## src/rtl/rrf_alloc_file.sv

```systemverilog
// Rename register file with a circular tag allocator, two write-back ports and in-order commit.
// Define RRF_WB_BYPASS_EN to forward same-cycle write-back data to the read and commit ports.
module rrf_alloc_file #(
    parameter int unsigned RRF_NUM  = 64,
    parameter int unsigned RRF_SEL  = 6,
    parameter int unsigned DATA_LEN = 32
) (
    input  logic                clk_i,
    input  logic                reset_i,
    input  logic                flush_i,
    input  logic                alloc_req_i,
    output logic                alloc_rdy_o,
    output logic [RRF_SEL-1:0]  alloc_tag_o,
    output logic [RRF_SEL:0]    free_cnt_o,
    input  logic                wb1_en_i,
    input  logic                wb2_en_i,
    input  logic [RRF_SEL-1:0]  wb1_tag_i,
    input  logic [RRF_SEL-1:0]  wb2_tag_i,
    input  logic [DATA_LEN-1:0] wb1_data_i,
    input  logic [DATA_LEN-1:0] wb2_data_i,
    input  logic [RRF_SEL-1:0]  rs1_tag_i,
    input  logic [RRF_SEL-1:0]  rs2_tag_i,
    output logic [DATA_LEN-1:0] rs1_data_o,
    output logic [DATA_LEN-1:0] rs2_data_o,
    output logic                rs1_valid_o,
    output logic                rs2_valid_o,
    input  logic                com_en_i,
    output logic [RRF_SEL-1:0]  com_tag_o,
    output logic [DATA_LEN-1:0] com_data_o,
    output logic                com_valid_o
);

    localparam logic [RRF_SEL:0] FULL = (RRF_SEL+1)'(RRF_NUM);

    logic [RRF_SEL-1:0]  head_q, head_d, tail_q, tail_d;
    logic [RRF_SEL:0]    used_q, used_d;
    logic [RRF_NUM-1:0]  valid_q, valid_d;
    logic [DATA_LEN-1:0] data_q [RRF_NUM];

    logic head_valid;
    logic alloc_fire;
    logic com_fire;

    assign alloc_rdy_o = (used_q != FULL);
    assign alloc_tag_o = tail_q;
    assign free_cnt_o  = FULL - used_q;
    assign com_tag_o   = head_q;
    assign com_valid_o = (used_q != '0) && head_valid;
    assign alloc_fire  = alloc_req_i && alloc_rdy_o;
    assign com_fire    = com_en_i && com_valid_o;

    always_comb begin
        rs1_valid_o = valid_q[rs1_tag_i];
        rs1_data_o  = data_q[rs1_tag_i];
        rs2_valid_o = valid_q[rs2_tag_i];
        rs2_data_o  = data_q[rs2_tag_i];
        head_valid  = valid_q[head_q];
        com_data_o  = data_q[head_q];
`ifdef RRF_WB_BYPASS_EN
        // wb2 is applied last so it overrides wb1 on a shared tag.
        if (wb1_en_i && (wb1_tag_i == rs1_tag_i)) begin
            rs1_valid_o = 1'b1;
            rs1_data_o  = wb1_data_i;
        end
        if (wb2_en_i && (wb2_tag_i == rs1_tag_i)) begin
            rs1_valid_o = 1'b1;
            rs1_data_o  = wb2_data_i;
        end
        if (wb1_en_i && (wb1_tag_i == rs2_tag_i)) begin
            rs2_valid_o = 1'b1;
            rs2_data_o  = wb1_data_i;
        end
        if (wb2_en_i && (wb2_tag_i == rs2_tag_i)) begin
            rs2_valid_o = 1'b1;
            rs2_data_o  = wb2_data_i;
        end
        if (wb1_en_i && (wb1_tag_i == head_q)) begin
            head_valid = 1'b1;
            com_data_o = wb1_data_i;
        end
        if (wb2_en_i && (wb2_tag_i == head_q)) begin
            head_valid = 1'b1;
            com_data_o = wb2_data_i;
        end
`endif
    end

    always_comb begin
        head_d  = head_q;
        tail_d  = tail_q;
        used_d  = used_q;
        valid_d = valid_q;
        if (flush_i) begin
            tail_d  = head_q;
            used_d  = '0;
            valid_d = '0;
        end else begin
            if (wb1_en_i) valid_d[wb1_tag_i] = 1'b1;
            if (wb2_en_i) valid_d[wb2_tag_i] = 1'b1;
            // Allocation clear is applied after write-back so it wins on a collision.
            if (alloc_fire) begin
                valid_d[tail_q] = 1'b0;
                tail_d          = tail_q + 1'b1;
            end
            if (com_fire) head_d = head_q + 1'b1;
            case ({alloc_fire, com_fire})
                2'b10:   used_d = used_q + 1'b1;
                2'b01:   used_d = used_q - 1'b1;
                default: used_d = used_q;
            endcase
        end
    end

    always_ff @(posedge clk_i or negedge reset_i) begin
        if (!reset_i) begin
            head_q  <= '0;
            tail_q  <= '0;
            used_q  <= '0;
            valid_q <= '0;
        end else begin
            head_q  <= head_d;
            tail_q  <= tail_d;
            used_q  <= used_d;
            valid_q <= valid_d;
        end
    end

    always_ff @(posedge clk_i) begin
        if (!flush_i) begin
            if (wb1_en_i) data_q[wb1_tag_i] <= wb1_data_i;
            if (wb2_en_i) data_q[wb2_tag_i] <= wb2_data_i;
        end
    end

endmodule

```

## config.mk

```make
export PLATFORM = sky130hd
export DESIGN_NAME = rrf_alloc_file
export DESIGN_NICKNAME = d
export VERILOG_FILES = /design/src/rtl/rrf_alloc_file.sv
export SDC_FILE = /design/constraint.sdc
export NUM_CORES = 2
export LEC_CHECK = 0
export ABC_AREA = 0
export CAP_MARGIN = 20
export CORE_MARGIN = 4
export CORE_UTILIZATION = 55
export DETAILED_ROUTE_END_ITERATION = 12
export HOLD_SLACK_MARGIN = 0.02
export PLACE_DENSITY_LB_ADDON = 0.25
export SKIP_LAST_GASP = 1
export SYNTH_ARGS = -nofsm -noshare
export SYNTH_HDL_FRONTEND = slang
export SYNTH_SLANG_ARGS = --single-unit
```

## constraint.sdc

```tcl
create_clock -name clk_i -period 4.9 [get_ports clk_i]
set_input_delay 0.98 -clock clk_i [delete_from_list [all_inputs] [get_ports clk_i]]
set_output_delay 0.98 -clock clk_i [all_outputs]
set_load 0.02 [all_outputs]
```

Yosys cells after proc, flatten, opt, wreduce, memory -nomap -nowiden

Memory sizes are Yosys's and may differ from the RTL's.
Cells that the tools add are included.

Flip-flop bits (word level): 83
Bits in writable memories: 2048
Bits of input ports: 95
Output and inout port bits: 119
Word-level logic and storage cells: 65
Memories kept: 1

Add/sub/neg operators: 5
Order comparisons: 9
Eq/ne operators: 3
Mux-type cells: 28
Bitwise gates (word level): 5
Reduce and logical (&&, ||, !) cells: 10

Memories:

| memory | words | bits a word | rd ports | clocked after memory_dff | wr ports | line | source |
|---|---|---|---|---|---|---|---|
| data_q | 64    | 32          | 3        | 0                        | 2        | 38   | `logic [DATA_LEN-1:0] data_q [RRF_NUM];` |

Operators with widths:

| cell                  | count |
|---|---|
| $mux W64              | 6 |
| $or A64 B64 Y64       | 2 |
| $and A64 B64 Y64      | 1 |
| $not A64 Y64          | 1 |
| $lt A6 B7 Y1 const B  | 6 |
| $bmux W1 S6           | 3 |
| $demux W1 S6          | 3 |
| $ge A6 B1 Y1 const B  | 3 |
| $pmux W7 S2           | 1 |
| $add A6 B1 Y6 const B | 2 |
| $mux W1               | 12 |
| $mux W6               | 2 |
| $add A7 B1 Y7 const B | 1 |
| $mux W7               | 1 |
| $ne A7 B7 Y1 const B  | 1 |
| $reduce_bool A7 Y1    | 1 |
| $sub A7 B1 Y7 const B | 1 |
| $sub A7 B7 Y7 const A | 1 |
| $logic_and A1 B1 Y1   | 6 |
| $reduce_bool A3 Y1    | 1 |
| $eq A2 B1 Y1 const B  | 1 |
| $eq A2 B2 Y1 const B  | 1 |
| $reduce_and A2 Y1     | 1 |
| $reduce_bool A2 Y1    | 1 |
| $not A1 Y1            | 1 |

Logic depth before layout (Yosys ltp)

Word-level depth: 13
Depth in mapped cells: 16
Mapped depth without buffers: 15

Least setup slack after synthesis

No wires, ideal clock.

Kind: input port to flip-flop
Start: input flush_i
End: memory data_q[55][0] (enable)
Library setup time: 0.468 ns
Data arrival time: 4.048 ns
Required time: 4.432 ns
Slack: 0.384 ns
Cell stages on the path: 4
Path buffers: 1
Cells stage by stage: clkbuf_1 -> nor2b_1 -> nand4_1 -> o21ai_0

RTL lines:

| what        | line | source |
|---|---|---|
| from (decl) | 10   | `input logic flush_i,` |
| to (decl)   | 38   |  |

Worst setup path in the final report

Start: register head_q[1], in the netlist com_tag_o[1]
End: output com_data_o[3]

Word-level cells in the longest chain between the ends: 1

Ends and longest elaborated chain:

| what                   | line | source |
|---|---|---|
| from (decl)            | 35   | `logic [RRF_SEL-1:0] head_q, head_d, tail_q, tail_d;` |
| from (signal assigned) | 116  | `head_q <= '0;` |
| from (signal assigned) | 121  | `head_q <= head_d;` |
| $mem_v2 Z64 W32        | n/a  |  |
| to (decl)              | 29   | `output logic [DATA_LEN-1:0] com_data_o,` |

No other way between the ends.

==> out/metrics.cfg <==
[die]
row_count=185
die_area_um2=265000
die_w_um=515
core_um2=255000
pin_count=214
die_y_um=515
initial_core_util_pct=55.4

[logic_synthesis]
async_reset_ff_share_pct=3.89
syn_area_um2=141000
synth_cells=7984
synth_flop_cell=edfxtp_1
yosysWarnings=0
syn_area_per_cell_um2=17.7
ys_seq_area_share_pct=45.1
ys_types=60
synth_edf_count=2048
synth-seq-cells=2131
synth_fp_nets=8088

[final_layout]
drive_gt1_share_pct=66.9
fin_area_um2=162000
nets=8158
area_growth_syn_to_layout_pct=14.5
finish.utilization_pct=63.5
num-fill-cells=17600

[placement]
io_buffers=213
place_ws_ps=-339
dpl.hpwl_um=368000
place_congestion=0.978
placed_area_um2=151000

[clocking]
cts_tree=yes
cts_sinks=2131
path_clk_slew_ps=60
htreeDepth=4
clk_latency_ps=920
cts-root-buf=clkbuf_16
cts_inserted_buffers=233
clockBufferDepth=3

[critical_path]
start_kind=flop
path_buf_inv=4
cpMostUsedCell=mux4_2
cpPeakStageDelay_ps=580
worstPathMaxFanout=35
worstPathRequired_ps=3920
crit_family=multiplexers
crit_arrival_ps=4020
crit_type=reg2out
crit_chain=buf_12 -> buf_12 -> buf_6 -> mux4_2 -> mux4_2 -> mux4_2 -> buf_4
end_kind=output port
cp_slowest_cell=mux4_2

[route]
drtIter0Drc=20400
postRouteAntennaNets=0
via_count=100000
drc=0
wl_per_cell_um=52.3
drt_pass1_iterations=9
via_per_inst=8.54
routed_wl_um=612000

[pwr]
power.switching_mw=11.5
vdd_drop_max_uv=415
p_leak_nw=51.6
p_sw_share_pct=25.4
combPwrFrac_pct=14.6
p_int_mw=33.8
pwr-share-seq_pct=44.6
cellPowerDensity_nw_per_um2=281
p_clk_share_pct=40.7

[global_routing]
grt_pass1_vias=95200
grt_overflow_total=0
grt_max_degree=84
grt_usage_pct=45.7
antenna_found_initial=60
grt_pass1_wl_um=819000

[timing]
worstMarginPinSlew_ps=1270
drv_slew=0
setup_violations=39
fin_hold_ws_ps=23.2
fmax_mhz=200
fin_ws_ps=-98.2
fin_crit_sh_pct=102
grt_setup_unrepaired=true
hold_violations=0
maxSlewHeadroom_pct=15.2
skew_ps=14.8
period_minus_slack_ps=5000

[outcome]
violations=negative setup slack
status=finished, violations left

[run]
max_cap_violations=0

[worst_hold_path]
hold_path_class=in2async

[routing by layer]
metal  up-vias  wire, µm  GRT usage [%]
met1     51400    188000           56.9
met5         -       587          0.968
met4        34     59300           34.6
li1      34400         -              -
met2     11300    252000           61.7
met3      2830    113000           21.7
[cell usage after synthesis (all sizes together), types with 13 or more instances]
library cell | instances | area, µm²
o21ai | 76 | 380
o22ai | 29 | 181
a21oi | 120 | 601
mux2 | 2080 | 23400
edfxtp | 2048 | 61500
nand3b | 13 | 97.6
buf | 447 | 2060
nand2 | 91 | 342
mux4 | 2044 | 46000
nand3 | 16 | 80.1
dfrtp | 83 | 2080
mux2i | 39 | 390
nor2 | 47 | 176
clkbuf | 713 | 2680
nor2b | 18 | 113
[repair_timing]
item,in CTS,in global routing
hold endpoints to repair,0,0
buffers inserted,29,37
hold buffers,0,0
endpoints found under the setup margin,45,44
resized for setup,111,106
pin swaps,0,1
cloned,17,19
[sequential cells by signal (all words and copies together) (netlist names)]
register,flops
alloc_tag_o,6
com_tag_o,6
used_q,7
valid_q,64
data_q,2048
[final timing paths]
path	startpoint	to	slack [ps]	depth (start not counted)
setup / recovery	com_tag_o[1]	com_data_o[3]	-100	7
hold / removal	reset_i	used_q[6]	20	1
setup reg to reg	com_tag_o[0]	used_q[6]	310	18
hold reg to reg	com_tag_o[5]	alloc_tag_o[5]	600	2
max in group asynchronous	reset_i	valid_q[63]	4220	2
min in group clk_i	wb2_data_i[2]	data_q[58][2]	480	2
[area by class of cell]
type	count	area [µm²]	share of cell area [%]
multi-input cells	4684	74100	45.8
flip-flops and latches	2131	63600	39.3
repair buffers	995	11800	7.28
clock buffers	282	6080	3.76
well taps	3366	4210	2.61
clock inverters	156	1680	1.04
diodes	77	193	0.119
inverters	9	36.3	0.0224
[logic make-up after synthesis]
| family | Yosys count | share of synthesized area (%) |
|---|---|---|
| flip-flops | 2131 | 45.1 |
| AO/OA/AOI/OAI | 249 | 0.978 |
| buffers and inverters | 1169 | 3.38 |
| AND/OR/NAND/NOR | 244 | 0.877 |
| adder cells (fa/ha/maj) | 9 | 0.0851 |
| multiplexers | 4163 | 49.5 |
| XOR/XNOR | 19 | 0.118 |
[metrics by stage]
stage | total power, mW | std cells | setup TNS, ps
2_1_floorplan | 24.6 | 7984 | 0
3_3_place_gp | 26.6 | 11100 | -916
3_5_place_dp | 26.7 | 11100 | -833
4_1_cts | 44.9 | 11500 | -1740
5_1_grt | 46.2 | 11700 | -1370
6_report | 45.3 | 11700 | -1600
[power by group through the flow]
| stage | logic [mW] | clock network, mW | registers [mW] |
|---|---|---|---|
| 2_1_floorplan | 4.02 | 0 | 20.6 |
| 3_3_place_gp | 5.94 | 0 | 20.6 |
| 3_5_place_dp | 6.03 | 0 | 20.6 |
| 4_1_cts | 6.25 | 18.4 | 20.2 |
| 5_1_grt | 6.78 | 19.2 | 20.2 |
| 6_report | 6.63 | 18.5 | 20.2 |
[cell usage in the layout (no fill, tap or decap), types with 14 or more instances in the layout]
master           Yosys  layout
buf_16               0      45
clkbuf_16            0     256
mux4_2            2040    2040
clkbuf_1           713      46
mux2i_1             39      38
mux2_2            2079    2079
nand3_1             16      14
nor2_4               0      28
buf_6               10      31
buf_2              232      68
clkinv_2             0      39
clkdlybuf4s50_1      0      71
buf_12               0     221
diode_2              0      77
o21ai_0             75      36
nand2_4              0      30
nand2_1             91      61
dfrtp_1             83      78
buf_4                5     509
o21ai_4              0      37
edfxtp_1          2048    2048
o22ai_4              0      28
clkinv_1             0      55
nor2b_1             18      18
nor2_1              47      19
bufinv_16            0      31
a21oi_1            120     120
Power figures use the tool's default switching activity.
